[src/rtl/score_decoder.sv]
// Converts N_DIGITS active-low 7-segment digits into a binary value via reverse double-dabble.
// Optional macro SCORE_DECODER_ERR_EN adds an error output that flags unrecognised segment patterns.
module score_decoder #(
  parameter int N_DIGITS      = 2,
  parameter int OUTPUT_LENGTH = 7
) (
  input  logic                     clock,
  input  logic                     reset,
  input  logic [7*N_DIGITS-1:0]    segments,
  input  logic                     start,
  output logic [OUTPUT_LENGTH-1:0] binary,
  output logic                     busy,
  output logic                     completed
`ifdef SCORE_DECODER_ERR_EN
  ,
  output logic                     error
`endif
);

  localparam int W  = 4 * N_DIGITS;
  localparam int CW = $clog2(W);

  typedef enum logic [1:0] {
    IDLE,
    DECODE,
    SHIFT,
    DONE
  } state_t;

  state_t state;
  state_t state_next;

  logic [7*N_DIGITS-1:0]    seg_reg;
  logic [W-1:0]             bcd;
  logic [W-1:0]             bin;
  logic [CW-1:0]            cnt;
  logic [W-1:0]             dec_bcd;
  logic [W-1:0]             bcd_sh;
  logic [W-1:0]             bin_sh;
  logic [OUTPUT_LENGTH-1:0] bin_trunc;
  logic                     accept;
`ifdef SCORE_DECODER_ERR_EN
  logic                     dec_invalid;
  logic                     err_flag;
`endif

  function automatic logic [3:0] decode_digit(input logic [6:0] pattern);
    logic [3:0] value;
    value = 4'd0;
    case (pattern)
      7'h40:   value = 4'd0;
      7'h79:   value = 4'd1;
      7'h24:   value = 4'd2;
      7'h30:   value = 4'd3;
      7'h19:   value = 4'd4;
      7'h12:   value = 4'd5;
      7'h02:   value = 4'd6;
      7'h78:   value = 4'd7;
      7'h00:   value = 4'd8;
      7'h10:   value = 4'd9;
      default: value = 4'd0;
    endcase
    return value;
  endfunction

`ifdef SCORE_DECODER_ERR_EN
  function automatic logic digit_valid(input logic [6:0] pattern);
    return pattern inside {7'h40, 7'h79, 7'h24, 7'h30, 7'h19,
                           7'h12, 7'h02, 7'h78, 7'h00, 7'h10};
  endfunction
`endif

  // A start arriving alongside the completion pulse belongs to the finished job and is dropped.
  assign accept = start && !completed;
  assign busy   = (state != IDLE);

  always_comb begin
    dec_bcd = '0;
`ifdef SCORE_DECODER_ERR_EN
    dec_invalid = 1'b0;
`endif
    for (int i = 0; i < N_DIGITS; i++) begin
      dec_bcd[4*i +: 4] = decode_digit(seg_reg[7*i +: 7]);
`ifdef SCORE_DECODER_ERR_EN
      if (!digit_valid(seg_reg[7*i +: 7])) dec_invalid = 1'b1;
`endif
    end
  end

  // One reverse double-dabble step: shift right, then correct any BCD digit that reached 8 or more.
  always_comb begin
    {bcd_sh, bin_sh} = {bcd, bin} >> 1;
    for (int i = 0; i < N_DIGITS; i++) begin
      if (bcd_sh[4*i +: 4] >= 4'd8) bcd_sh[4*i +: 4] = bcd_sh[4*i +: 4] - 4'd3;
    end
  end

  always_comb begin
    bin_trunc = '0;
    for (int i = 0; i < OUTPUT_LENGTH && i < W; i++) bin_trunc[i] = bin[i];
  end

  always_ff @(posedge clock) begin
    if (reset) state <= IDLE;
    else       state <= state_next;
  end

  always_comb begin
    state_next = state;
    case (state)
      IDLE:   if (accept) state_next = DECODE;
`ifdef SCORE_DECODER_ERR_EN
      DECODE: state_next = dec_invalid ? DONE : SHIFT;
`else
      DECODE: state_next = SHIFT;
`endif
      SHIFT:  if (cnt == CW'(W - 1)) state_next = DONE;
      DONE:   state_next = IDLE;
      default: state_next = IDLE;
    endcase
  end

  // Datapath and registered outputs follow the state register; completed is a one-cycle pulse.
  always_ff @(posedge clock) begin
    if (reset) begin
      seg_reg   <= '0;
      bcd       <= '0;
      bin       <= '0;
      cnt       <= '0;
      binary    <= '0;
      completed <= 1'b0;
`ifdef SCORE_DECODER_ERR_EN
      err_flag  <= 1'b0;
      error     <= 1'b0;
`endif
    end else begin
      completed <= 1'b0;
      case (state)
        IDLE: begin
          if (accept) seg_reg <= segments;
        end
        DECODE: begin
          bcd <= dec_bcd;
          bin <= '0;
          cnt <= '0;
`ifdef SCORE_DECODER_ERR_EN
          err_flag <= dec_invalid;
`endif
        end
        SHIFT: begin
          bcd <= bcd_sh;
          bin <= bin_sh;
          cnt <= cnt + CW'(1);
        end
        DONE: begin
          completed <= 1'b1;
`ifdef SCORE_DECODER_ERR_EN
          error <= err_flag;
          if (!err_flag) binary <= bin_trunc;
`else
          binary <= bin_trunc;
`endif
        end
        default: ;
      endcase
    end
  end

endmodule

[config.mk]
export PLATFORM = sky130hd
export DESIGN_NAME = score_decoder
export DESIGN_NICKNAME = d
export VERILOG_FILES = /design/src/rtl/score_decoder.sv
export SDC_FILE = /design/constraint.sdc
export NUM_CORES = 1
export LEC_CHECK = 0
export CAP_MARGIN = 20
export CORE_MARGIN = 2
export CORE_UTILIZATION = 56
export CTS_BUF_LIST = sky130_fd_sc_hd__clkbuf_2
export CTS_CLUSTER_SIZE = 12
export DETAILED_ROUTE_END_ITERATION = 8
export PLACE_DENSITY = 0.81
export SKIP_LAST_GASP = 1
export SYNTH_ARGS = -nofsm -noshare
export SYNTH_HDL_FRONTEND = slang
export SYNTH_SLANG_ARGS = --single-unit
export TNS_END_PERCENT = 100
[constraint.sdc]
create_clock -name clock -period 1.8 [get_ports clock]
set_input_delay 0.36 -clock clock [delete_from_list [all_inputs] [get_ports clock]]
set_output_delay 0.36 -clock clock [all_outputs]
set_load 0.01 [all_outputs]
==> flow_summary.ini, run 1 <==
[detailed_routing]
postRouteAntennaNets = 0
dr.max_layer_used = met4
met2_length_mm = 1.96
post_drt_wl_per_cell_um = 12.5
initialDrtViolationCount = 69
wl_met1_mm = 1.79
drt_pre_antenna_iters = 4
vias = 1748
viasPerCell = 5.51
dr_wl_met3_um = 149
totalWireLength_mm = 3.95
route.detailed.drc = 0

[pwr]
p_comb_frac = 0.418
ir_drop_v = 0.000611
p_per_area_nw_per_um2 = 1310
sw_frac_of_total = 0.393
p_clk_frac = 0.174
power_frac_seq = 0.409
p_leak_nw = 0.844
p_sw_mw = 1.21
p_int_mw = 1.87

[clock_network]
clk_pin_slew_ps = 210
htree_levels = 2
root_buffer = clkbuf_2
cts_made_buffers = 5
cts.sinks = 43
clk_latency_ps = 400
cts-hold-fix-buffers = 0
cts_tree = built
clockBufferDepth = 2

[synth]
ys_seq_area_frac = 0.435
synth_edf_count = 0
syn_area_um2 = 1980
async_reset_ff_frac = 0
synth_seq_cells = 43
synthTopCellsByArea = dfxtp_1 44%, nand2_1 9.1%, a21oi_1 8.6%
post-synth-top-area-fraction = 0.435
yosys_warnings = 0
ys_types = 38
ys.flop_type = dfxtp_1
syn_inst = 244
synth_fp_nets = 268
avgSynthCellArea_um2 = 8.10
synth_top_area_cell = dfxtp_1

[worst_setup_path]
path_max_fanout = 2
r2r_end = state[1]$_SDFFE_PP0P_
critPathCaptureType = output port
critPathSlowestCell = clkdlybuf4s50_1
crit_arrival_ps = 1320
critical_path.cell_chain = clkdlybuf4s50_1
critical_path_buf_inv_count = 1
critPathTopFamily = buffers and inverters
cp-start-kind = flip-flop
r2r_start = state[1]$_SDFFE_PP0P_
r2r_slack_ps = 190
worst_ep_required_time_ps = 1440
critical_path_class = flip-flop to output port
r2r_cells = 6
max_stage_delay_ps = 540

[sta]
clock.fmax_mhz = 595
finalMaxSlewViolations = 0
worstMarginPinSlew_ps = 499
skew_ps = 11.0
hold_violations = 0
rsz0062_at_grt = false
setup_viol = 0
fin_tns_setup_ps = 0
period_needed_ps = 1680
fin_crit_sh = 0.934
slew_headroom = 0.667
final.setup.worst_slack_ps = 118

[grt]
grt_pass1_wl_mm = 7.08
grt_use_total = 0.215
grt.overflow.total = 0
grt_max_degree = 22
antenna_found_initial = 0
grt_pass1_vias = 1647

[flow_run]
maxCapViolCount = 0

[final_layout]
largest_register_ffs = 14
multiInputGateArea_um2 = 1020
syn_to_final_growth_pct = 19.1
most-common-layout-cells = 48 x nand2_1, 41 x dfxtp_1, 34 x a21oi_1
mostFrequentLayoutCell = nand2_1
nets = 294
diodes = 0
fillCellCount = 312
post-route-util = 0.700
seqCellArea_um2 = 863
drive_gt1_frac = 0.0849

[floorplan]
core_area_um2 = 3360
start_util = 0.588
die_w_um = 63.4
io-pin-count = 26
die-area_um2 = 4020
rows = 21
die_h_um = 63.4

[hold_path]
min_path_type = input port to flip-flop
min_to = seg_reg[5]$_SDFFE_PP0P_
worstHoldStart = segments[5]
hold_depth = 3

[place]
dpl.hpwl_mm = 2.78
dp_slack_ps = 158
io_buffer_count = 25
gp_congestion = 0.855

[outcome]
status = finished clean
==> how the worst max path moves through the flow <==
| stage | startpoint | end | slack, ps | depth (start not counted) |
|---|---|---|---|---|
| 4_1_cts | state[1]$_SDFFE_PP0P_ | busy | 9 | 4 |
| 6_report | binary[4]$_SDFFE_PP0P_ | binary[4] | 120 | 1 |
| 3_5_place_dp | state[1]$_SDFFE_PP0P_ | bcd[6]$_SDFFE_PP0P_ | 160 | 5 |
| 2_1_floorplan | state[0]$_SDFFE_PP0P_ | bcd[6]$_SDFFE_PP0P_ | 320 | 6 |
| 5_1_grt | completed$_SDFF_PP0_ | completed | 60 | 1 |
| 3_3_place_gp | start | seg_reg[8]$_SDFFE_PP0P_ | 190 | 5 |
==> logic make-up (layout without fill, tap and decap cells) <==
| kind of cell | after synthesis | in the layout | share of synthesized area |
|---|---|---|---|
| simple gates | 106 | 106 | 0.256 |
| compound gates | 53 | 53 | 0.158 |
| flops | 43 | 43 | 0.435 |
| buf+inv | 23 | 50 | 0.0468 |
| mux | 9 | 9 | 0.0456 |
| fa+ha+maj | 7 | 7 | 0.0443 |
| xor+xnor | 3 | 3 | 0.0133 |
==> metrics by stage <==
stage               hold slack [ps]  area (um2)  instances  power [mW]
CTS                             461        2350        316        3.09
global route                    452        2350        317        3.31
floorplan                       441        1980        244        2.17
detailed placement              463        2280        307        2.55
finish                          472        2350        317        3.09
global placement                451        2280        307        2.51
==> worst reg2reg max path, delay by kind of cell, from the launching register on <==
family / cells / cell delay (ps)
muxes: 1 / 220
DFF: 1 / 370
and+or+nand+nor: 2 / 270
adders and majority gates: 1 / 350
buffers and inverters: 1 / 130
AOI/OAI and AO/OA: 1 / 180
==> power groups by stage <==
stage / Combinational [mW] / Clock, mW / Sequential [mW]
2_1_floorplan: 0.940 / 0 / 1.23
3_3_place_gp: 1.24 / 0 / 1.27
3_5_place_dp: 1.27 / 0 / 1.28
4_1_cts: 1.28 / 0.548 / 1.26
5_1_grt: 1.44 / 0.584 / 1.29
6_report: 1.29 / 0.536 / 1.26
==> timing repair <==
item                                    CTS  global route
setup buffers                             1             1
endpoints found under the setup margin    1             1
gates resized for setup                   3             2
==> cells in the mapped netlist, types with 3 or more instances <==
library cell / instances
buf_2: 5
nand3_1: 13
clkbuf_1: 11
dfxtp_1: 43
nor2_1: 15
mux2i_1: 9
inv_1: 7
o22ai_1: 3
nand2_1: 48
ha_1: 7
nor3b_1: 3
nand2b_1: 5
a21oi_1: 34
nand3b_1: 4
nor2b_1: 3
nor3_1: 4
nor4_1: 4
==> final cells by class <==
cell class,count,share of cell area
flip-flops and latches,43,0.367
clock inverters,3,0.0165
clock buffers,5,0.0106
multi-input cells,178,0.435
inverters,7,0.0112
well taps,46,0.0244
repair buffers,35,0.136
==> routing by layer <==
| layer | up-vias | track usage |
|---|---|---|
| li1 | 893 | - |
| met1 | 815 | 0.271 |
| met2 | 32 | 0.362 |
| met3 | 8 | 0.0536 |
| met4 | 0 | 0.0652 |
| met5 | - | 0 |
(Power assumes the default switching activity.)
==> run 2, diff against run 1 <==
--- a/config.mk
+++ b/config.mk
@@ -12,6 +12,7 @@
 export CTS_CLUSTER_SIZE = 12
 export DETAILED_ROUTE_END_ITERATION = 8
 export PLACE_DENSITY = 0.81
+export SETUP_SLACK_MARGIN = 0.02
 export SKIP_LAST_GASP = 1
 export SYNTH_ARGS = -nofsm -noshare
 export SYNTH_HDL_FRONTEND = slang
==> results of run 2 <==
Same layout as run 1: the final DEF is identical, and so are final timing and power.
Main changes from that run: number of gates resized after CTS 3 -> 4
==> run 3, diff against run 2 <==
--- a/config.mk
+++ b/config.mk
@@ -5,8 +5,8 @@
 export SDC_FILE = /design/constraint.sdc
 export NUM_CORES = 1
 export LEC_CHECK = 0
+export ABC_CLOCK_PERIOD_IN_PS = 1800
 export CAP_MARGIN = 20
-export CORE_MARGIN = 2
 export CORE_UTILIZATION = 56
 export CTS_BUF_LIST = sky130_fd_sc_hd__clkbuf_2
 export CTS_CLUSTER_SIZE = 12
==> run 3 against run 2 <==
  * Power shrank 5.4%
  * Largest cell class unchanged
  * Clock skew grew 4.3 ps
  * Clock power shrank 27%
  * Design area shrank 0.90%
  * Critical endpoint is now completed
  * Cell count shrank 0.32%
  * Die area shrank 6.2%
  * Count of clock-buffer cells in the layout grew 1
  * Via count shrank 2.7%
==> flow_summary.ini, run 3 (same netlist as run 1, synthesis figures left out) <==
[outcome]
status = finished clean

[floorplan]
core_area_um2 = 3360
die_w_um = 61.4
io-pin-count = 26
rows = 21
die_h_um = 61.4
die-area_um2 = 3770
start_util = 0.588

[pwr]
p_per_area_nw_per_um2 = 1250
ir_drop_v = 0.000605
total_power_mw = 2.92
p_leak_nw = 0.832

[worst_setup_path]
cp-start-kind = flip-flop
worst_ep_required_time_ps = 1440
critPathSlowestCell = clkdlybuf4s50_1
r2r_cells = 5
critical_path_class = flip-flop to output port
r2r_slack_ps = 180
path_max_fanout = 2
cp-startpoint = completed$_SDFF_PP0_
r2r_end = bcd[6]$_SDFFE_PP0P_
crit_cells = 1
r2r_start = state[0]$_SDFFE_PP0P_
critical_path_buf_inv_count = 1
critical_path.cell_chain = clkdlybuf4s50_1
crit_arrival_ps = 1310
critPathCapture = completed
critPathTopFamily = buffers and inverters
max_stage_delay_ps = 540
critPathCaptureType = output port

[place]
gp_congestion = 0.839
io_buffer_count = 25
dpl.hpwl_mm = 2.57

[sta]
clock.fmax_mhz = 600
setup_viol = 0
rsz0062_at_grt = false
fin_hold_ws_ps = 479
slew_headroom = 0.686
fin_crit_sh = 0.926
period_needed_ps = 1670
fin_tns_setup_ps = 0
skew_ps = 15.2
worstMarginPinSlew_ps = 471
hold_violations = 0
finalMaxSlewViolations = 0

[final_layout]
diodes = 0
drive_gt1_frac = 0.0778
fillCellCount = 297
most-common-layout-cells = 48 x nand2_1, 41 x dfxtp_1, 34 x a21oi_1
mostFrequentLayoutCell = nand2_1
syn_to_final_growth_pct = 18.0
largest_register_ffs = 14
nets = 293

[grt]
grt_use_total = 0.219
grt_pass1_wl_mm = 6.13
grt_max_degree = 29
grt_pass1_vias = 1421
antenna_found_initial = 0
grt.overflow.total = 0

[detailed_routing]
route.detailed.drc = 0
vias = 1701
post_drt_wl_per_cell_um = 11.9
drt_pre_antenna_iters = 4
viasPerCell = 5.38
postRouteAntennaNets = 0
totalWireLength_mm = 3.78
initialDrtViolationCount = 57

[clock_network]
cts_made_buffers = 5
clk_pin_slew_ps = 210
htree_levels = 2
cts_tree = built
root_buffer = clkbuf_2
clockBufferDepth = 2
clk_latency_ps = 400
cts.sinks = 43

[hold_path]
min_path_type = flip-flop to flip-flop
worstHoldStart = bcd[7]$_SDFFE_PP0P_

[flow_run]
maxCapViolCount = 0
==> run 3: cell count changes in the layout (fill, tap and decap cells not counted) <==
cell and change:
buf_12 +1, buf_4 -2, bufinv_16 -1, clkbuf_2 +1, clkinv_1 +1, clkinv_2 -1
==> run 3: cell type report <==
class,count,area (um2),area share
Multi-Input combinational cell,178,1020,0.439
Inverter,7,26.3,0.0113
Tap cell,46,57.6,0.0247
Clock inverter,2,7.51,0.00322
Sequential cell,43,863,0.370
Clock buffer,6,30.0,0.0129
Timing Repair Buffer,34,325,0.139
==> run 3: how the worst min path moves through the flow <==
stage                                         end  slack [ps]  depth (start not counted)
final                         bcd[7]$_SDFFE_PP0P_         480                          2
after global routing      seg_reg[6]$_SDFFE_PP0P_         480                          3
after CTS                 seg_reg[6]$_SDFFE_PP0P_         460                          3
after detailed placement      cnt[2]$_SDFFE_PP0P_         460                          2
after global placement        bin[7]$_SDFFE_PP0P_         450                          2
after floorplan               bin[0]$_SDFFE_PP0P_         440                          2
==> run 3: timing repair <==
action                                 CTS  global route
endpoints found under the hold margin    0             0
buffers inserted                         2             0
hold buffers                             0             0
gates resized for setup                  3             2
setup endpoints to repair                1             1
==> run 3: metal layers <==
layer / GRT usage / up-vias / routed length [um] / share of wire
met5: 0 / - / 0 / 0
met4: 0.0762 / 0 / 55 / 0.015
met3: 0.0504 / 8 / 144 / 0.038
met2: 0.352 / 36 / 1720 / 0.46
met1: 0.289 / 762 / 1860 / 0.49
li1: - / 895 / - / -
==> run 3: stage by stage <==
stage | cell area [um2] | util | setup slack, ps | cells
floorplan | 1980 | - | 317 | 244
global placement | 2280 | 0.679 | 187 | 306
detailed placement | 2280 | 0.679 | 163 | 306
CTS | 2340 | 0.695 | 38.7 | 316
global route | 2330 | 0.694 | 46.4 | 316
finish | 2330 | 0.694 | 133 | 316
==> run 3: where the power goes <==
group | switching, mW | leakage (nW) | internal [mW]
combinational | 0.743 | 0.453 | 0.529
sequential | 0.155 | 0.350 | 1.10
clock | 0.296 | 0.0281 | 0.0936
